**src/rtl/cues_sw_pkg.sv**
```systemverilog
// Shared definitions for the CPB-side token switch.
//   - Default field widths used by tok_route_sw parameters.
//   - tok_t: the token payload at default widths.
//   - dest_e: destination selector, plus the routing decode helper.
package cues_sw_pkg;

    localparam int DFLT_NODE_W = 16;
    localparam int DFLT_GEN_W  = 12;
    localparam int DFLT_OPR_W  = 32;
    localparam int DFLT_PE_W   = 3;

    typedef struct packed {
        logic                   lr;
        logic [DFLT_NODE_W-1:0] node;
        logic [DFLT_GEN_W-1:0]  gen;
        logic [DFLT_OPR_W-1:0]  opr;
        logic                   uni_opr;
        logic [DFLT_PE_W-1:0]   pe_num;
        logic                   mem_w;
    } tok_t;

    typedef enum logic {
        DEST_MER = 1'b0,
        DEST_ICN = 1'b1
    } dest_e;

    // Local PE tokens go to Mer unless they carry a memory write, which
    // always has to travel over the interconnect.
    function automatic dest_e route_dest(input logic is_local, input logic mem_w);
        return (is_local && !mem_w) ? DEST_MER : DEST_ICN;
    endfunction

endpackage

```
**src/rtl/tok_fifo.sv**
```systemverilog
// DEPTH-entry synchronous FIFO with valid/ready on both sides.
// Ports:
//   clk, rst (async, active-low)
//   in_valid/in_ready/in_data    : write side
//   out_valid/out_ready/out_data : read side, out_data is storage[rd_ptr]
//   count                        : occupancy 0..DEPTH
// Handshake: a transfer happens on a clock edge where valid && ready are
// both high; valid never depends on ready, and the producer holds data
// stable while valid && !ready.
// in_ready only looks at count, so a full FIFO will not accept a push in
// the same cycle as a pop; the freed slot is usable next cycle.
module tok_fifo #(
    parameter int DEPTH = 4,
    parameter int W     = 8
) (
    input  logic                   clk,
    input  logic                   rst,
    input  logic                   in_valid,
    output logic                   in_ready,
    input  logic [W-1:0]           in_data,
    output logic                   out_valid,
    input  logic                   out_ready,
    output logic [W-1:0]           out_data,
    output logic [$clog2(DEPTH):0] count
);

    localparam int PTR_W = $clog2(DEPTH);
    localparam int CNT_W = PTR_W + 1;

    logic [W-1:0]     mem [DEPTH];
    logic [PTR_W-1:0] wr_ptr;
    logic [PTR_W-1:0] rd_ptr;
    logic             push;
    logic             pop;

    assign in_ready  = (count != CNT_W'(DEPTH));
    assign out_valid = (count != '0);
    assign push      = in_valid && in_ready;
    assign pop       = out_valid && out_ready;
    assign out_data  = mem[rd_ptr];

    // Storage is cleared on reset so heads read zero rather than stale data.
    always_ff @(posedge clk or negedge rst) begin
        if (!rst) begin
            wr_ptr <= '0;
            rd_ptr <= '0;
            count  <= '0;
            for (int i = 0; i < DEPTH; i++) begin
                mem[i] <= '0;
            end
        end else begin
            if (push) begin
                mem[wr_ptr] <= in_data;
                wr_ptr      <= wr_ptr + PTR_W'(1);
            end
            if (pop) begin
                rd_ptr <= rd_ptr + PTR_W'(1);
            end
            case ({push, pop})
                2'b10:   count <= count + CNT_W'(1);
                2'b01:   count <= count - CNT_W'(1);
                default: count <= count;
            endcase
        end
    end

endmodule

```
**src/rtl/tok_route_sw.sv**
```systemverilog
// Token switch between the CPB and its two consumers: Mer (local PE) and
// ICN (remote PE or any memory write). Each destination has its own FIFO so
// a stalled ICN does not block Mer traffic.
// Ports:
//   clk, rst (async, active-low)
//   in_*   : CPB token with in_valid/in_ready
//   icn_*  : ICN head token with icn_valid/icn_ready; icn_mem_w is 2 bits
//   mer_*  : Mer head token with mer_valid/mer_ready
//   icn_count, mer_count : FIFO occupancies
// Optional (macro TOK_ROUTE_SW_STAT_EN): stat_clr input and 32-bit
// stat_icn_tok / stat_mer_tok accepted-token counters.
module tok_route_sw
    import cues_sw_pkg::*;
#(
    parameter int NODE_W   = DFLT_NODE_W,
    parameter int GEN_W    = DFLT_GEN_W,
    parameter int OPR_W    = DFLT_OPR_W,
    parameter int PE_W     = DFLT_PE_W,
    parameter int LOCAL_PE = 0,
    parameter int DEPTH    = 4
) (
    input  logic                   clk,
    input  logic                   rst,
    input  logic                   in_valid,
    output logic                   in_ready,
    input  logic                   in_lr,
    input  logic [NODE_W-1:0]      in_node,
    input  logic [GEN_W-1:0]       in_gen,
    input  logic [OPR_W-1:0]       in_opr,
    input  logic                   in_uni_opr,
    input  logic [PE_W-1:0]        in_pe_num,
    input  logic                   in_mem_w,
    output logic                   icn_valid,
    input  logic                   icn_ready,
    output logic [PE_W-1:0]        icn_pe_num,
    output logic [1:0]             icn_mem_w,
    output logic                   icn_lr,
    output logic [NODE_W-1:0]      icn_node,
    output logic [GEN_W-1:0]       icn_gen,
    output logic [OPR_W-1:0]       icn_opr,
    output logic                   icn_uni_opr,
    output logic                   mer_valid,
    input  logic                   mer_ready,
    output logic                   mer_lr,
    output logic [NODE_W-1:0]      mer_node,
    output logic [GEN_W-1:0]       mer_gen,
    output logic [OPR_W-1:0]       mer_opr,
    output logic                   mer_uni_opr,
    output logic [$clog2(DEPTH):0] icn_count,
    output logic [$clog2(DEPTH):0] mer_count
`ifdef TOK_ROUTE_SW_STAT_EN
    ,
    input  logic                   stat_clr,
    output logic [31:0]            stat_icn_tok,
    output logic [31:0]            stat_mer_tok
`endif
);

    // Mer never needs pe_num or mem_w, so its FIFO is narrower.
    localparam int MER_W = 1 + NODE_W + GEN_W + OPR_W + 1;
    localparam int ICN_W = MER_W + PE_W + 1;

    dest_e            dest;
    logic             icn_in_ready;
    logic             mer_in_ready;
    logic             icn_push;
    logic             mer_push;
    logic [ICN_W-1:0] icn_data;
    logic [MER_W-1:0] mer_data;
    logic             icn_mem_bit;

    assign dest     = route_dest(in_pe_num == PE_W'(LOCAL_PE), in_mem_w);
    assign in_ready = (dest == DEST_MER) ? mer_in_ready : icn_in_ready;
    assign icn_push = in_valid && in_ready && (dest == DEST_ICN);
    assign mer_push = in_valid && in_ready && (dest == DEST_MER);

    tok_fifo #(.DEPTH(DEPTH), .W(ICN_W)) u_icn_fifo (
        .clk       (clk),
        .rst       (rst),
        .in_valid  (in_valid && (dest == DEST_ICN)),
        .in_ready  (icn_in_ready),
        .in_data   ({in_lr, in_node, in_gen, in_opr, in_uni_opr, in_pe_num, in_mem_w}),
        .out_valid (icn_valid),
        .out_ready (icn_ready),
        .out_data  (icn_data),
        .count     (icn_count)
    );

    tok_fifo #(.DEPTH(DEPTH), .W(MER_W)) u_mer_fifo (
        .clk       (clk),
        .rst       (rst),
        .in_valid  (in_valid && (dest == DEST_MER)),
        .in_ready  (mer_in_ready),
        .in_data   ({in_lr, in_node, in_gen, in_opr, in_uni_opr}),
        .out_valid (mer_valid),
        .out_ready (mer_ready),
        .out_data  (mer_data),
        .count     (mer_count)
    );

    assign {icn_lr, icn_node, icn_gen, icn_opr, icn_uni_opr, icn_pe_num, icn_mem_bit} = icn_data;
    assign {mer_lr, mer_node, mer_gen, mer_opr, mer_uni_opr} = mer_data;

    // ICN expects memory writes flagged on both bits.
    assign icn_mem_w = {2{icn_mem_bit}};

`ifdef TOK_ROUTE_SW_STAT_EN
    // Clear takes priority over a same-cycle increment; counters wrap.
    always_ff @(posedge clk or negedge rst) begin
        if (!rst) begin
            stat_icn_tok <= '0;
            stat_mer_tok <= '0;
        end else if (stat_clr) begin
            stat_icn_tok <= '0;
            stat_mer_tok <= '0;
        end else begin
            if (icn_push) stat_icn_tok <= stat_icn_tok + 32'd1;
            if (mer_push) stat_mer_tok <= stat_mer_tok + 32'd1;
        end
    end
`else
    // Push strobes only feed the statistics counters.
    logic unused_push;
    assign unused_push = icn_push ^ mer_push;
`endif

endmodule

```
**config.mk**
```make
export PLATFORM = sky130hd
export DESIGN_NAME = tok_route_sw
export DESIGN_NICKNAME = d
export VERILOG_FILES = /design/src/rtl/cues_sw_pkg.sv /design/src/rtl/tok_fifo.sv /design/src/rtl/tok_route_sw.sv
export SDC_FILE = /design/constraint.sdc
export NUM_CORES = 1
export LEC_CHECK = 0
export CAP_MARGIN = 40
export CORE_ASPECT_RATIO = 1.5
export CORE_MARGIN = 3
export CORE_UTILIZATION = 52
export CTS_CLUSTER_DIAMETER = 50
export DETAILED_ROUTE_END_ITERATION = 6
export GPL_TIMING_DRIVEN = 0
export MAX_ROUTING_LAYER = met4
export PLACE_DENSITY = 0.82
export SLEW_MARGIN = 10
export SYNTH_ARGS = -nofsm -noshare
export SYNTH_HDL_FRONTEND = slang
export SYNTH_SLANG_ARGS = --single-unit
```
**constraint.sdc**
```tcl
create_clock -name clk -period 2.4 [get_ports clk]
set_input_delay 0.6 -clock clk [delete_from_list [all_inputs] [get_ports clk]]
set_output_delay 0.6 -clock clk [all_outputs]
set_load 0.01 [all_outputs]
```
Word-level counts from Yosys, hierarchy flattened:

Index checks and enable logic that the tools add are counted.

* register bits after elaboration: 526
* input bits: 71
* output and inout bits: 138
* word-level logic and storage cells: 69

* $add $sub $neg: 8
* order comparisons: 6
* equality and inequality tests: 6
* muxes and demuxes: 16
* bitwise gates (word level): 4
* reductions and logical operators: 15

Operators by type and width (number)
* bitwise mux 264 bit: 1
* bitwise mux 248 bit: 1
* 2-to-1 mux 66 bit: 3
* 2-to-1 mux 62 bit: 3
* binary-select mux 66 bit (select 2 bit): 1
* demux 66 bit (select 2 bit): 1
* binary-select mux 62 bit (select 2 bit): 1
* demux 62 bit (select 2 bit): 1
* greater-or-equal comparator 3 bit (second input constant): 4
* NOT 2 -> 3 bit: 4
* case mux 3 bit (2 select lines): 2
* logical AND 1 bit: 9
* adder 2 x 1 -> 2 bit (second input constant): 4
* adder 3 x 1 -> 3 bit (second input constant): 2
* < comparator 3 x 1 -> 1 bit (second input constant): 2
* inequality test 3 bit (second input constant): 2
* nonzero test 3 bit: 2
* subtractor 3 x 1 -> 3 bit (second input constant): 2
* == test 2 x 1 -> 1 bit (second input constant): 2
* == test 2 bit (second input constant): 2
* nonzero test 2 bit: 2
* logical NOT 3 bit: 1
* 2-to-1 mux 1 bit: 2
* logical NOT 1 bit: 1

Depth between registers and ports, before layout:

Gate-level depths: netlist of the first run.

* word-level depth: 7
* depth in mapped cells: 10
* gate-level depth less buffers: 9

By module:

From an unflattened synthesis of the first run, not the netlist that was laid out.

* cells, all modules: 1316
* area, all modules: 24979.0 sq um

By module, submodules not included
* tok_fifo (u_icn_fifo): instances 1, cells each 674, area each 12570.8 sq um, seq. area each 6781.5 sq um
* tok_fifo (u_mer_fifo): instances 1, cells each 637, area each 12360.6 sq um, seq. area each 6381.1 sq um
* tok_route_sw: instances 1, cells each 5, area each 47.5 sq um, seq. area each 0.0 sq um

Worst setup path after synthesis of the first run:

OpenSTA, ideal clock, no wires.

* kind: reg2out
* from: register u_icn_fifo.rd_ptr[0]
* to: output icn_mem_w[1]
* arrival: 1.814 ns
* required time: 1.800 ns
* path slack: -0.014 ns
* stages on the path, launching flop included: 6
* path buffers: 4
* cell sequence: dfrtp_1 clkbuf_1 buf_2 buf_2 mux4_2 buf_4

* longest elaborated chain between the ends: 4

RTL lines
* start: declaration: line tok_fifo.sv:32 `logic [PTR_W-1:0] rd_ptr;`
* start signal: assignment: line tok_fifo.sv:57 `rd_ptr <= rd_ptr + PTR_W'(1);`
* NOT 2 -> 3 bit (not written as such): line tok_fifo.sv:40 `assign out_data = mem[rd_ptr];`
* binary-select mux 66 bit (select 2 bit): line tok_fifo.sv:40
* 2-to-1 mux 66 bit (not written as such) (2 in a row): line tok_fifo.sv:40
* end: declaration: line tok_route_sw.sv:36 `output logic [1:0] icn_mem_w,`

No other way between the ends. The select of a mux whose other input is x is not followed.

Worst setup path in the final report of the first run:

* from: register u_icn_fifo.rd_ptr[0]
* to: output icn_opr[3]

* longest elaborated chain between the ends: 4

RTL lines
* NOT 2 -> 3 bit (not written as such): line tok_fifo.sv:40
* binary-select mux 66 bit (select 2 bit): line tok_fifo.sv:40
* 2-to-1 mux 66 bit (not written as such) (2 in a row): line tok_fifo.sv:40
* end: declaration: line tok_route_sw.sv:40 `output logic [OPR_W-1:0] icn_opr,`

No other way between the ends. The select of a mux whose other input is x is not followed.

==> results by group, run 1 <==
Global routing
  – Largest net degree at the start of global routing: 120
  – Antenna violations before repair: 0
  – Overflow after GRT: 0
  – Vias in the first global route: 14388
  – GRT Overall Usage: 24.4%
  – First-pass GRT wire length: 84800 um

Detailed routing
  – Drt pass-1 iters: 4
  – Initial DRC Count: approximately 670
  – WL per Instance: 24.2 um
  – Vias per cell: roughly 5.7
  – Drt drc: 0
  – DR vias: between 10000 and 15000
  – Detail Route Antenna Nets: 0
  – DRT Wirelength: 55400 um

Pwr
  – Worst VDD drop: ~0.94 mV
  – Static leakage: 13.1 nW
  – Internal power: about 29 mW
  – Switching Fraction: 30.5%
  – P per Cell Area: 1420 mW/mm^2
  – Comb pwr share: 44.3%
  – NetSw: 12.5 mW
  – Clock power share: 20.5%
  – Total power: 41.2 mW
  – Seq pwr share: 35.2%

Logic synthesis
  – Avg Cell Area, Syn: roughly 17 sq um
  – Sequential area share after synthesis: roughly 57%
  – Post-synth EDFFs: 0
  – Mapped Area: 0.0229 sq mm
  – Count of cell types in the netlist: 30
  – Net Count, Synth: 1402
  – Top_reg_cell synth: dfrtp_1
  – Yosys reg bits: 526
  – Asr flop ratio synth: 100%
  – Synth Instances: 1319
  – YS warnings: 0

CTS
  – H-tree levels: 2
  – Clk pin slew, worst setup/hold paths: 60 ps
  – Clock Path Buffers: 3
  – Root Driver: clkbuf_16
  – # hold bufs at CTS: 0
  – Worst skew pair latency: ~570 ps
  – TritonCTS clock tree: yes
  – Cts bufs inserted: 51
  – # clock sinks: 526

Timing
  – Final setup margin: -403 ps
  – Relative slew slack: a little over two fifths
  – Slew Viols, Final: 0
  – RSZ-0062 raised after global routing: yes
  – Worst-margin pin slew: 853 ps
  – Max Clk Rate: 357 MHz
  – Fin. Hold Viols: 0
  – Fin crit share: 117%
  – Clock period minus worst slack: 2800 ps
  – Clk_skew: 9.39 ps
  – Endpoints failing setup: between 100 and 150

Die
  – Die height: 263 um
  – Die ar.: 0.0467 sq mm
  – Die X: 177 um
  – Rows: 93
  – Ports: 209
  – Initial core utilization: 53.0%
  – CORE AREA: 0.0433 sq mm

Setup path
  – RR Startpoint: u_icn_fifo.count[1]
  – WP data arrival: about 2200 ps
  – Worst Setup SP: u_icn_fifo.rd_ptr[0]
  – Worst setup EP type: output pin
  – Worst-path fanout max: 5
  – Critical path required time: 1800 ps
  – Startpoint types: flip-flop
  – CP Class: reg2out

Finish
  – Reg area: 0.0132 sq mm
  – Area of the multi-input gates: 0.00922 sq mm
  – Share of cells above drive strength 1: roughly three fifths
  – N_diodes: 0
  – Number of non-filler instances in the completed layout: 2290
  – Finished Core Util: 66.9%
  – Area Overhead vs Synth: 26.3%
  – Filler cells: 2917
  – Nets@finish: 1766

Run status
  – Status: complete, but fails checks
  – Violated checks: negative setup slack

Placed design
  – Gpl congestion: approximately 0.75
  – DP Worst Slack: -1020 ps
  – Dpl cells: 2111
  – I/O Buffers: 208
  – Detailed Place HPWL: between 30000 and 40000 um

Min path
  – Hold crit path type: in2async

Run
  – Max-Cap Viols: 0
metal layers:
| layer | part of all wire, % | global-route usage (%) | wire length (um) | vias to the layer above |
|---|---|---|---|---|
| li1 | - | - | - | 5649 |
| met1 | 38 | 29.1 | 21000 | 7067 |
| met2 | 55 | 42.6 | 30300 | 288 |
| met3 | 4.2 | 3.68 | 2330 | 111 |
| met4 | 3.1 | 7.48 | 1720 | 0 |
| met5 | 0 | - | 0 | - |
synth_stat cells, drive strengths merged, types with 2 or more instances:
| cell | n | area [sq um] |
|---|---|---|
| ha | 10 | 125 |
| dfrtp | 526 | 13200 |
| inv | 11 | 41.3 |
| nand3 | 4 | 20.0 |
| mux2 | 514 | 5790 |
| nor2 | 3 | 11.3 |
| nor3 | 4 | 65.1 |
| xnor2 | 6 | 52.6 |
| nand2 | 7 | 26.3 |
| o31a | 2 | 17.5 |
| buf | 68 | 485 |
| clkbuf | 16 | 60.1 |
| xor2 | 6 | 52.6 |
| fa | 2 | 40.0 |
| mux4 | 128 | 2880 |
| or3 | 2 | 12.5 |
flip-flops by register name, indices dropped and copies added (netlist names):
register           cells
u_mer_fifo.mem       248
u_mer_fifo.count       3
u_mer_fifo.wr_ptr      2
u_mer_fifo.rd_ptr      2
u_icn_fifo.mem       264
u_icn_fifo.wr_ptr      2
u_icn_fifo.count       3
u_icn_fifo.rd_ptr      2
cell usage in the layout (no fill, tap or decap), types with 25 or more instances in the layout:
| cell type | instances |
|---|---|
| mux2_2 | 485 |
| buf_4 | 51 |
| buf_6 | 147 |
| mux2_1 | 29 |
| mux4_2 | 128 |
| clkbuf_2 | 25 |
| clkbuf_16 | 55 |
| clkdlybuf4s50_1 | 71 |
| buf_2 | 43 |
| dfrtp_1 | 520 |
path summary, 6_finish.rpt:
check	endpoint	slack (ps)	cells after the start
worst max-delay path	icn_opr[3]	-400	6
worst min-delay path	u_mer_fifo.mem[159]	110	1
worst max register to register	u_icn_fifo.mem[195]	50	6
worst min register to register	u_mer_fifo.mem[127]	480	1
max in group asynchronous	u_mer_fifo.mem[6]	730	3
min in group clk	u_mer_fifo.mem[127]	480	1
critical path, cell delays in order, from the launching register on:
cell,delay [ps]
dfrtp_2,450
buf_8,160
buf_6,120
buf_12,100
buf_12,120
mux4_2,550
buf_6,150
power groups by stage:
stage | Sequential, mW | Combinational (mW) | Clock (mW)
2_1_floorplan | 13.8 | 9.67 | 0
3_3_place_gp | 14.2 | 15.6 | 0
3_5_place_dp | 14.5 | 16.2 | 0
4_1_cts | 14.4 | 17.4 | 8.60
5_1_grt | 14.9 | 19.3 | 8.95
6_report | 14.5 | 18.2 | 8.45
kinds of logic (layout without fill, tap and decap cells):
| logic type | after synthesis | count (layout) | synth area share [%] |
|---|---|---|---|
| adders and majority gates | 12 | 12 | 0.720 |
| and+or+nand+nor | 26 | 26 | 0.802 |
| DFF | 526 | 526 | 57.4 |
| buffers and inverters | 95 | 496 | 2.56 |
| xor gates and xnor gates | 12 | 12 | 0.458 |
| AOI/OAI and AO/OA | 5 | 5 | 0.169 |
| muxes | 643 | 643 | 37.9 |
final cells by class:
class                      count  area share [%]
sequential                   526            45.5
tap                          570            2.46
multi-input combinational    698            31.8
inverter                      11           0.143
buffer                        76            2.55
timing repair buffer         319            11.4
clock buffer                  74            5.16
clock inverter                16           0.907
repair_timing:
item                                    4_1_cts  5_1_grt
resized for setup                           624      139
setup buffers                                52       44
pin swaps                                     6        8
cloned                                        4        1
endpoints found under the setup margin      519      176
through the flow:
step | setup TNS [ps] | hold slack [ps] | area (sq um)
after detailed placement | -418890 | 474 | 26000
after global placement | - | 461 | 25700
after global routing | -41880 | 171 | 29000
final | -33120 | 115 | 29000
after CTS | -40970 | 137 | 28500
after floorplan | 0 | 304 | 22900
Note: power is estimated with default switching activity, not from simulation.
==> inputs of run 2 (changes only) <==
Settings changed: CORE_UTILIZATION 52 to 50, PLACE_DENSITY 0.82 to 0.8.
==> results by group, run 2 (synthesis gave the netlist of run 1 again) <==
Run status
  – Status: complete, but fails checks (unchanged)
  – Violated checks: negative setup slack (unchanged)

Finish
  – Most frequent cells in the layout: 520 x dfrtp_1, 485 x mux2_2, 148 x buf_6 (was 520 x dfrtp_1, 485 x mux2_2, 147 x buf_6)
  – Finished Cell Area: 0.0288 sq mm (was 0.0290 sq mm)
  – Max reg flops: 264 (unchanged)
  – Top reg by flops: u_icn_fifo.mem (unchanged)
  – Share of cells above drive strength 1: 58.7% (was 59.9%)
  – Top flop regs: u_icn_fifo.mem (264), u_mer_fifo.mem (248) (unchanged)
  – Finished Core Util: 64.0% (was 66.9%)
  – Nets@finish: 1728 (was 1766)
  – Commonest non-fill, non-tap cell in the layout: dfrtp_1 (unchanged)
  – Area Overhead vs Synth: 25.7% (was 26.3%)
  – N_diodes: 0 (unchanged)

Setup path
  – Startpoint types: flip-flop (unchanged)
  – CP Class: reg2out (unchanged)
  – Worst r2r path cells: 6 (unchanged)
  – Max incr delay on CP: 550 ps (about the same)
  – Reg2reg setup slack: 90 ps (was 50 ps)
  – CP dominant cell by count: buf_6
  – R2r endpoint: u_icn_fifo.mem[64] (was u_icn_fifo.mem[195])
  – Critical path required time: 1800 ps (about the same)
  – WP data arrival: 2100 ps (was 2200 ps)
  – CP max stage cell: mux4_2 (unchanged)
  – CP Cell Sequence: buf_12 > buf_16 > mux4_2 > buf_6 > buf_6 (was buf_8 > buf_6 > buf_12 > buf_12 > mux4_2 > buf_6)
  – Worst-path fanout max: 5 (unchanged)
  – RR Startpoint: u_icn_fifo.count[0] (was u_icn_fifo.count[1])
  – Worst setup EP type: output pin (unchanged)

Pwr
  – Worst VDD drop: 0.812 mV (was 0.936 mV)
  – P per Cell Area: 1420 mW/mm^2 (about the same)
  – Static leakage: 13.0 nW (was 13.1 nW)
  – Total power: 41.0 mW (was 41.2 mW)

Placed design
  – Gpl congestion: 0.758 (was 0.753)
  – DP Worst Slack: -1110 ps (was -1020 ps)
  – I/O Buffers: 208 (unchanged)
  – Detailed Place HPWL: 36700 um (was 35900 um)
  – Placed Area: 0.0260 sq mm (about the same)

Detailed routing
  – Drt pass-1 iters: 4 (unchanged)
  – DRT Wirelength: 55000 um (was 55400 um)
  – Drt drc: 0 (unchanged)
  – WL per Instance: 24.3 um (was 24.2 um)
  – DR vias: 12937 (was 13115)
  – Detail Route Antenna Nets: 0 (unchanged)
  – Initial DRC Count: 649 (was 674)
  – Vias per cell: 5.71 (was 5.73)

Timing
  – Max Clk Rate: 370 MHz (was 357 MHz)
  – Setup TNS Final: -27580 ps (was -33120 ps)
  – Clock period minus worst slack: 2700 ps (was 2800 ps)
  – Endpoints failing setup: 129 (unchanged)
  – Clk_skew: 13.4 ps (was 9.39 ps)
  – Final setup margin: -301 ps (was -403 ps)
  – Relative slew slack: 55.0% (was 43.2%)
  – Slew Viols, Final: 0 (unchanged)
  – Fin. Hold Viols: 0 (unchanged)
  – Fin crit share: 113% (was 117%)
  – Worst-margin pin slew: 675 ps (was 853 ps)
  – RSZ-0062 raised after global routing: yes (unchanged)

Die
  – Die ar.: 0.0485 sq mm (was 0.0467 sq mm)
  – Rows: 95 (was 93)
  – CORE AREA: 0.0450 sq mm (was 0.0433 sq mm)
  – Die X: 181 um (was 177 um)
  – Die height: 268 um (was 263 um)
  – Initial core utilization: 50.9% (was 53.0%)
  – Ports: 209 (unchanged)

CTS
  – Worst skew pair latency: 560 ps (was 570 ps)
  – Cts bufs inserted: 50 (was 51)
  – Clock Path Buffers: 3 (unchanged)
  – TritonCTS clock tree: yes (unchanged)
  – # clock sinks: 526 (unchanged)
  – # hold bufs at CTS: 0 (unchanged)
  – H-tree levels: 2 (unchanged)
  – Clk pin slew, worst setup/hold paths: 60 ps (about the same)
  – Root Driver: clkbuf_16 (unchanged)

Global routing
  – Largest net degree at the start of global routing: 119 (was 120)
  – Overflow after GRT: 0 (unchanged)
  – Vias in the first global route: 14668 (was 14388)
  – First-pass GRT wire length: 85200 um (was 84800 um)
  – Antenna violations before repair: 0 (unchanged)
  – GRT Overall Usage: 23.3% (was 24.4%)

Min path
  – Hold crit path type: in2async (unchanged)

Run
  – Max-Cap Viols: 0 (unchanged)
run 2: critical path, delay by kind of cell, from the launching register on:
| kind | cells | cell delay [ps] |
|---|---|---|
| buffers and inverters | 4 | 550 |
| multiplexers | 1 | 550 |
| flip-flops | 1 | 430 |
run 2: worst max path at each step:
| stage | cells after the start | startpoint | end |
|---|---|---|---|
| floorplan | 3 | u_mer_fifo.rd_ptr[0] | mer_node[10] |
| global placement | 1 | rst | u_icn_fifo.mem[9] |
| detailed placement | 5 | u_icn_fifo.rd_ptr[1] | icn_mem_w[1] |
| CTS | 5 | u_icn_fifo.rd_ptr[0] | icn_mem_w[1] |
| global route | 5 | u_icn_fifo.rd_ptr[0] | icn_mem_w[1] |
| finish | 5 | u_icn_fifo.rd_ptr[0] | icn_mem_w[1] |
run 2: layout make-up:
class	instances	area (sq um)
Multi-Input combinational cell	698	9200
Inverter	11	41.3
Buffer	77	759
Clock buffer	75	1500
Tap cell	582	728
Sequential cell	526	13200
Clock inverter	14	233
Fill cell	3173	16200
Timing Repair Buffer	281	3190
run 2: metrics by stage:
stage | instances | hold WS [ps]
after CTS | 2247 | 39.3
after global routing | 2264 | 83.5
after global placement | 2109 | 462
after floorplan | 1319 | 304
after detailed placement | 2125 | 473
final | 2264 | 34.2
run 2: per-layer routing:
layer / GRT usage, % / up-vias / part of all wire (%)
li1: - / 5579 / -
met1: 27.5 / 6993 / 39
met2: 41.7 / 268 / 55
met3: 3.25 / 97 / 3.6
met4: 7.08 / 0 / 2.7
met5: - / - / 0
run 2: repair_timing:
| item | in CTS | in global routing |
|---|---|---|
| resized for setup | 707 | 65 |
| endpoints found under the setup margin | 475 | 279 |
| pin swaps | 4 | 4 |
| gates cloned | 3 | 6 |
| buffers inserted | 34 | 18 |
run 2: report_power, final:
group	total, mW	switching [mW]	internal [mW]
Clock	8.27	3.33	4.94
Combinational	18.3	7.21	11.0
Sequential	14.4	1.89	12.6
Total	41.0	12.4	28.5
==> inputs of run 3 (changes only) <==
Settings changed: PLACE_DENSITY 0.8 to unset, PLACE_DENSITY_LB_ADDON set to 0.25.
==> results by group, run 3 (synthesis gave the netlist of run 1 again) <==
Finish
  – Number of non-filler instances in the completed layout: 2266 (was 2264)
  – Area Overhead vs Synth: 26.1% (was 25.7%)
  – Finished Cell Area: 0.0289 sq mm (was 0.0288 sq mm)
  – Nets@finish: 1733 (was 1728)
  – Max reg flops: 264 (unchanged)
  – Top reg by flops: u_icn_fifo.mem (unchanged)
  – Finished Core Util: 64.1% (was 64.0%)
  – Share of cells above drive strength 1: 59.0% (was 58.7%)
  – Commonest non-fill, non-tap cell in the layout: dfrtp_1 (unchanged)
  – Most frequent cells in the layout: 520 x dfrtp_1, 485 x mux2_2, 167 x buf_6 (was 520 x dfrtp_1, 485 x mux2_2, 148 x buf_6)
  – Top flop regs: u_icn_fifo.mem (264), u_mer_fifo.mem (248) (unchanged)

Timing
  – Relative slew slack: 57.8% (was 55.0%)
  – Final setup margin: -296 ps (was -301 ps)
  – Fin crit share: 112% (was 113%)
  – Slew Viols, Final: 0 (unchanged)
  – RSZ-0062 raised after global routing: yes (unchanged)
  – Max Clk Rate: 371 MHz (was 370 MHz)
  – Clk_skew: 15.0 ps (was 13.4 ps)
  – Fin. Hold Viols: 0 (unchanged)
  – Worst-margin pin slew: 633 ps (was 675 ps)
  – Clock period minus worst slack: 2700 ps (about the same)
  – Endpoints failing setup: 129 (unchanged)

Die
  – Rows: 95 (unchanged)
  – Ports: 209 (unchanged)
  – Die X: 181 um (unchanged)
  – Die ar.: 0.0485 sq mm (unchanged)
  – Die height: 268 um (unchanged)
  – CORE AREA: 0.0450 sq mm (unchanged)
  – Initial core utilization: 50.9% (unchanged)

Setup path
  – Critical path required time: 1800 ps (about the same)
  – Worst r2r path cells: 10 (was 6)
  – R2r endpoint: u_icn_fifo.count[2] (was u_icn_fifo.mem[64])
  – WP data arrival: 2100 ps (about the same)
  – Reg2reg setup slack: 30 ps (was 90 ps)
  – Worst-path fanout max: 6 (was 5)
  – Startpoint types: flip-flop (unchanged)
  – RR Startpoint: u_icn_fifo.count[1] (was u_icn_fifo.count[0])
  – CP Class: reg2out (unchanged)
  – Worst setup EP type: output pin (unchanged)

Min path
  – Hold crit path type: in2async (unchanged)

Global routing
  – Overflow after GRT: 0 (unchanged)
  – Vias in the first global route: 14172 (was 14668)
  – Antenna violations before repair: 0 (unchanged)
  – First-pass GRT wire length: 83800 um (was 85200 um)
  – GRT Overall Usage: 23.1% (was 23.3%)
  – Largest net degree at the start of global routing: 121 (was 119)

Placed design
  – Gpl congestion: 0.745 (was 0.758)
  – I/O Buffers: 208 (unchanged)
  – Placed Area: 0.0260 sq mm (about the same)
  – Detailed Place HPWL: 35800 um (was 36700 um)
  – DP Worst Slack: -1060 ps (was -1110 ps)
  – Dpl cells: 2125 (unchanged)

Detailed routing
  – Drt drc: 0 (unchanged)
  – Drt pass-1 iters: 4 (unchanged)
  – WL per Instance: 23.9 um (was 24.3 um)
  – DR vias: 12815 (was 12937)
  – Met1 wire length: 21800 um (was 21400 um)
  – Detail Route Antenna Nets: 0 (unchanged)
  – Initial DRC Count: 595 (was 649)
  – Vias per cell: 5.66 (was 5.71)
  – Met2 WL post-DR: 28700 um (was 30100 um)
  – WL met3: 2300 um (was 1980 um)
  – DRT Wirelength: 54100 um (was 55000 um)
  – Top Metal Used: met4 (unchanged)

CTS
  – H-tree levels: 2 (unchanged)
  – Clk pin slew, worst setup/hold paths: 60 ps (about the same)
  – Clock Path Buffers: 3 (unchanged)
  – TritonCTS clock tree: yes (unchanged)
  – Root Driver: clkbuf_16 (unchanged)
  – Worst skew pair latency: 560 ps (about the same)
  – Cts bufs inserted: 51 (was 50)
  – # clock sinks: 526 (unchanged)

Pwr
  – Worst VDD drop: 0.892 mV (was 0.812 mV)
  – P per Cell Area: 1410 mW/mm^2 (was 1420 mW/mm^2)
  – Total power: 40.7 mW (was 41.0 mW)
  – Static leakage: 13.0 nW (about the same)

Run status
  – Status: complete, but fails checks (unchanged)
  – Violated checks: negative setup slack (unchanged)

Run
  – Max-Cap Viols: 0 (unchanged)
## run 3: changes by cell type in the layout (fill, tap and decap cells not counted), sizes merged, moves of 2 or more
cell,previous run,this run
clkbuf,104,89
buf,254,269
clkinv,4,8
clkinvlp,2,0
bufinv,6,3
dlygate4sd2,3,5
## run 3: layout make-up
class	count	area [sq um]
Multi-Input combinational cell	698	9210
Timing Repair Buffer	285	3340
Buffer	77	737
Fill cell	3235	16200
Tap cell	582	728
Inverter	11	41.3
Clock inverter	13	150
Clock buffer	73	1510
Sequential cell	526	13200
Antenna cell	1	2.50
## run 3: critical path: stages, from the launching register on
cell	delay, ps
dfrtp_2	430
buf_12	150
buf_12	140
mux4_2	560
buf_6	140
buf_6	110
## run 3: how the worst max path moves through the flow
stage	start	endpoint	cells after the start
floorplan	u_mer_fifo.rd_ptr[0]	mer_node[10]	3
global placement	rst	u_mer_fifo.mem[234]	1
detailed placement	u_icn_fifo.rd_ptr[1]	icn_mem_w[1]	5
CTS	u_icn_fifo.rd_ptr[0]	icn_gen[0]	6
global route	u_icn_fifo.rd_ptr[0]	icn_mem_w[1]	5
finish	u_icn_fifo.rd_ptr[0]	icn_mem_w[1]	5
## run 3: timing repair
item / 4_1_cts / 5_1_grt
endpoints found under the hold margin: 58 / 0
setup buffers: 39 / 19
pin swaps: 7 / 6
endpoints found under the setup margin: 541 / 320
resized for setup: 738 / 73
gates cloned: 7 / 0
hold buffers: 1 / 0
## run 3: metrics by stage
| step | hold slack, ps | TNS [ps] |
|---|---|---|
| 6_report | 26.2 | -27690 |
| 5_1_grt | 35.9 | -36020 |
| 4_1_cts | 17.0 | -34660 |
| 3_5_place_dp | 474 | -411420 |
| 3_3_place_gp | 462 | - |
| 2_1_floorplan | 304 | 0 |
## run 3: report_power, final
part | switching (mW) | internal, mW | leakage [nW]
Sequential | 1.84 | 12.6 | 6.62
Clock | 3.31 | 4.68 | 0.827
Combinational | 7.12 | 11.2 | 5.55
Total | 12.3 | 28.4 | 13.0
## run 3: routing by layer
metal | vias to the layer above | global-route usage (%)
li1 | 5579 | -
met1 | 6903 | 28.4
met5 | - | -
met4 | 0 | 6.10
met3 | 82 | 3.40
met2 | 251 | 40.4
==> RTL edit 1 (config.mk and constraints of run 2) <==
The option `TOK_ROUTE_SW_STAT_EN` is turned on by a define.
--- a/src/rtl/tok_route_sw.sv
+++ b/src/rtl/tok_route_sw.sv
@@ -9,6 +9,8 @@
 //   icn_count, mer_count : FIFO occupancies
 // Optional (macro TOK_ROUTE_SW_STAT_EN): stat_clr input and 32-bit
 // stat_icn_tok / stat_mer_tok accepted-token counters.
+`define TOK_ROUTE_SW_STAT_EN
+
 module tok_route_sw
     import cues_sw_pkg::*;
 #(
Ports: changed (added stat_clr, stat_icn_tok and stat_mer_tok); port bits go from 209 to 274. The function was not compared with the original's and may differ.
==> RTL edit 1 against run 2 <==
  * The flow still finishes with violations (negative setup slack)
  * Hold slack gained 0.0045 ns
  * Total power is 7.5% higher
  * Critical path depth rose by 1
  * Global-route usage up 1.6 points
  * Worst setup slack worse by 0.074 ns
  * Routed wire length up 19%
  * Cell area is 15% higher
  * Sequential cell count rose by 64
  * Synthesized cell count up 26%
  * Fmax down 2.7%
  * Via count increased by 23%
  * Combinational power increased by 5%
  * Area after synthesis up 15%
  * Critical path type unchanged
  * Largest cell class unchanged
  * Highest routed layer unchanged
==> RTL edit 1: results (changes against run 2) <==
use_met2_pct: 43.8  # +2.1 points
critPathMaxFanout: 5  # unchanged
dpl_cell_area_um2: 30100  # +16%
synth-seq-area-share_pct: 56.2  # -1.2 points
worstPathArrival_ns: 2.18  # +0.08 ns
yosys_warnings: 0  # unchanged
place_ws_ns: -1.12  # -0.00808 ns
global_route.usage.total_pct: 24.9  # +1.6 points
critPathCapture: "mer_opr[2]"
outcome: "finished with violations"
peakVddDrop_uv: 758  # -6.7%
synth_nets: 1754  # +25%
clk_latency_ns: 0.59  # +0.03 ns
synth_cell_type_count: 48  # +60%
num-nets-final: 2137  # +24%
cts_buffers: 56  # +12%
grt_pass1_vias: 17700  # +21%
viasPerCell: 5.74  # +0.37%
skew_ns: 0.0228  # +0.00941 ns
dr.pass1.iters: 5  # +1
violations: "negative setup slack"
fin_ws_ns: -0.375  # -0.0742 ns
fin_tns_setup_ns: -33.47  # -5.89 ns
grt_start_max_net_pins: 124  # +4.2%
slew_headroom_pct: 38.1  # -17 points
dp_hpwl_um: 43600  # +19%
drtIter0Drc: 745  # +15%
finalSetupViolations: 129  # unchanged
r2r_start: "u_icn_fifo.count[1]$_DFFE_PN0P_"
reg_top3: "u_icn_fifo.mem: 264 flops, u_mer_fifo.mem: 248 flops"
wl_um: 65400  # +19%
portBuffers: 273  # +31%
use_met3_pct: 3.57  # +0.32 points
r2r-end: "u_icn_fifo.mem[63]$_DFFE_PN0P_"
synth_area_leaders: "dfrtp_1, mux2_2, mux4_2"
drive_above_1_share_pct: 49.3  # -9.4 points
gr-usage-met1_pct: 30.2  # +2.7 points
antenna_found_initial: 4  # +4
grt_pass1_wl_um: 103000  # +21%
gp_congestion: 0.892  # +18%
cp-startpoint: "u_mer_fifo.rd_ptr[0]$_DFFE_PN0P_"
leakage_nw: 14.9  # +15%
areaGrowthSynthToFinish_pct: 25.9
synthTopCellsByCount: "dfrtp_1, mux2_2, mux4_2"
## RTL edit 1: changes by cell type in the layout (fill, tap and decap cells not counted), sizes merged, moves of 23 or more
cell,before,now
clkdlybuf4s50,71,135
dfrtp,526,590
nor2,3,54
nand2,7,36
nand4,0,26
xor2,6,29
## RTL edit 1: critical path: cells and delay by family (launching register included)
kind	cells	cell delay [ns]
flops	1	0.37
buf+inv	5	0.67
mux	1	0.54
## RTL edit 1: power by group
group          internal (mW)  switching, mW  leakage (nW)
logic                   11.8           7.51          6.49
clock network           5.01           3.76         0.896
registers               13.9           2.07          7.49
total                   30.7           13.4          14.9
## RTL edit 1: area by class of cell
type | count | area (um2)
Antenna cell | 3 | 7.51
Buffer | 94 | 782
Clock buffer | 84 | 1670
Multi-Input combinational cell | 958 | 11000
Inverter | 22 | 85.1
Timing Repair Buffer | 329 | 3740
Clock inverter | 15 | 151
Tap cell | 676 | 846
Fill cell | 3747 | 18700
Sequential cell | 590 | 14800
## RTL edit 1: worst min path at each step
stage                                    start                               to  slack (ns)
3_3_place_gp   u_icn_fifo.mem[118]$_DFFE_PN0P_  u_icn_fifo.mem[118]$_DFFE_PN0P_        0.48
6_report                                   rst     stat_mer_tok[19]$_DFFE_PN0P_        0.04
4_1_cts                                    rst     stat_mer_tok[19]$_DFFE_PN0P_        0.04
5_1_grt                                    rst     stat_mer_tok[15]$_DFFE_PN0P_        0.03
2_1_floorplan                              rst      stat_icn_tok[0]$_DFFE_PN0P_        0.30
3_5_place_dp    u_mer_fifo.mem[87]$_DFFE_PN0P_   u_mer_fifo.mem[87]$_DFFE_PN0P_        0.49
## RTL edit 1: cell families (layout without fill, tap and decap cells)
logic type	Yosys count	after routing	synth area share, %
DFF	590	590	56.2
AOI/OAI and AO/OA	37	37	0.781
xor gates and xnor gates	57	57	1.90
and+or+nand+nor	208	208	4.34
other	0	3	0
adders and majority gates	14	14	0.724
buffers and inverters	120	544	2.22
muxes	642	642	33.9
## RTL edit 1: stage by stage
step	power, mW	util [%]	instances
after global placement	32.4	57.7	2617
after global routing	46.3	63.9	2771
after floorplan	25.6	-	1668
final	44.1	63.9	2771
after CTS	44.4	63.8	2770
after detailed placement	33.2	58.1	2628
## RTL edit 1: per-layer routing
metal	share of wire [%]	up-vias	wire length, um
met5	0	-	0
met4	2.4	0	1570
li1	-	6927	-
met3	4.2	107	2710
met2	54	354	35600
met1	39	8505	25500
## RTL edit 1: what timing repair did
item                                   4_1_cts  5_1_grt
gates cloned                                11        0
setup buffers                               34        7
endpoints found under the hold margin       62        0
hold buffers                                 1        0
pin swaps                                    6        5
resized for setup                          812       48
setup endpoints to repair                  658      231
==> RTL edit 2 (settings of run 2) <==
Made on the original files. Register the output `mer_count`, without a reset; this adds one clock of latency there. The other outputs are not delayed to match.
--- a/src/rtl/tok_route_sw.sv
+++ b/src/rtl/tok_route_sw.sv
@@ -60,6 +60,8 @@
     localparam int MER_W = 1 + NODE_W + GEN_W + OPR_W + 1;
     localparam int ICN_W = MER_W + PE_W + 1;
 
+    logic [$clog2(DEPTH):0] mer_count_d;
+
     dest_e            dest;
     logic             icn_in_ready;
     logic             mer_in_ready;
@@ -95,7 +97,7 @@
         .out_valid (mer_valid),
         .out_ready (mer_ready),
         .out_data  (mer_data),
-        .count     (mer_count)
+        .count     (mer_count_d)
     );
 
     assign {icn_lr, icn_node, icn_gen, icn_opr, icn_uni_opr, icn_pe_num, icn_mem_bit} = icn_data;
@@ -124,5 +126,9 @@
     assign unused_push = icn_push ^ mer_push;
 `endif
 
+    always_ff @(posedge clk) begin
+        mer_count <= mer_count_d;
+    end
+
 endmodule
 
Check against the original RTL: not equivalent (a bounded check fails within 4 cycles, from zero or initial values and one cycle with rst low).
==> RTL edit 2 against run 2 <==
  * The flow still finishes with violations (negative setup slack)
  * Cell area is 0.30% higher
  * Count of clock-buffer cells in the layout unchanged
  * Register-to-register slack worse by 0.05 ns
  * Area after synthesis up 0.27%
  * Critical path depth is the same
  * Sequential cell count grew 3
  * Hold slack worse by 0.0075 ns
  * Routed wire length fell by 0.62%
  * Worst setup slack worse by 0.043 ns
  * First-iteration DRC count grew 4.2%
  * Non-clock buffer count rose by 1
  * Total power fell by 0.58%
  * Largest cell class unchanged
==> RTL edit 2: results (changes against run 2) <==
antenna_cells: 6  # +6
drtIter0Drc: 676  # +4.2%
worst_pin_slew_ns: 0.698  # +0.0232 ns
r2r-end: "u_icn_fifo.mem[45]$_DFFE_PN0P_"
grt_pass1_vias: 14500  # -1.1%
outcome: "finished with violations"
gr-usage-met1_pct: 28.2  # +0.67 points
gp_congestion: 0.773  # +2.0%
wirelength_met1_um: 21500  # +0.39%
fin_ws_ns: -0.344  # -0.0431 ns
wl_um: 54600  # -0.62%
num-nets-final: 1734  # +0.35%
p_per_area_nw_per_um2: 1410  # -0.88%
dpl_cell_area_um2: 26100  # +0.21%
fin_tns_setup_ns: -31.81  # -4.23 ns
grt_pass1_wl_um: 85100  # about the same
switching_power_mw: 12.5  # +0.29%
route.met2.wl_um: 29300  # -2.5%
r2r_start: "u_icn_fifo.count[1]$_DFFE_PN0P_"
wl_met3_um: 2210  # +12%
synth_area_leaders: "dfrtp_1, mux2_2, mux4_2"
leakage_nw: 13.0  # +0.48%
cts_buffers: 52  # +4.0%
use_met3_pct: 3.21  # -0.038 points
viasPerCell: 5.72  # about the same
place_ws_ns: -1.06  # +0.0558 ns
layout.cells.non_filler: 2280  # +0.71%
dp_hpwl_um: 36200  # -1.4%
finalSetupViolations: 129  # unchanged
critPathMaxFanout: 7  # +2
synth_cell_type_count: 31  # +3.3%
buffer_area_share_pct: 13.8  # +0.080 points
place_inst: 2128  # +0.14%
areaGrowthSynthToFinish_pct: 25.8  # about the same
fill_cells: 3199  # +0.82%
antenna_found_initial: 4  # +4
fin_worst_hold_slack_ns: 0.0267  # -0.00747 ns
synth_nets: 1405  # +0.21%
violations: "negative setup slack"
avgSynthCellArea_um2: 17.4  # about the same
n_all_buffers: 359  # +0.28%
## RTL edit 2: changes by cell type after synthesis
cell	before	now
dfxtp_1	0	3
clkbuf_1	16	17
buf_2	37	38
mux2_2	485	435
mux2_1	29	79
buf_1	6	4
## RTL edit 2: power groups by stage
stage,clock [mW],combinational [mW],sequential (mW)
3_5_place_dp,0,16.2,14.5
3_3_place_gp,0,15.6,14.3
5_1_grt,8.56,19.3,14.9
4_1_cts,8.22,18.3,14.5
6_report,8.04,18.2,14.5
2_1_floorplan,0,9.60,13.9
## RTL edit 2: kinds of logic (layout without fill, tap and decap cells)
logic type | count (synthesis) | in the layout | share of synthesized area [%]
flip-flops | 529 | 529 | 57.5
XOR/XNOR | 12 | 12 | 0.457
AO/OA/AOI/OAI | 5 | 5 | 0.169
other | 0 | 6 | 0
AND/OR/NAND/NOR | 26 | 26 | 0.800
buffers and inverters | 95 | 465 | 2.56
multiplexers | 643 | 643 | 37.8
adder cells (fa/ha/maj) | 12 | 12 | 0.719
## RTL edit 2: worst max-delay path by stage
stage                                     startpoint                         endpoint  slack [ns]  cells past startpoint
floorplan                               in_pe_num[1]  u_icn_fifo.count[2]$_DFFE_PN0P_        0.05                      9
global placement                                 rst   u_icn_fifo.mem[74]$_DFFE_PN0P_      -20.92                      1
detailed placement  u_icn_fifo.rd_ptr[1]$_DFFE_PN0P_                     icn_mem_w[1]       -1.06                      5
CTS                 u_icn_fifo.rd_ptr[0]$_DFFE_PN0P_                     icn_node[14]       -0.40                      5
global route        u_icn_fifo.rd_ptr[0]$_DFFE_PN0P_                     icn_mem_w[1]       -0.41                      5
finish              u_icn_fifo.rd_ptr[0]$_DFFE_PN0P_                     icn_node[14]       -0.34                      5
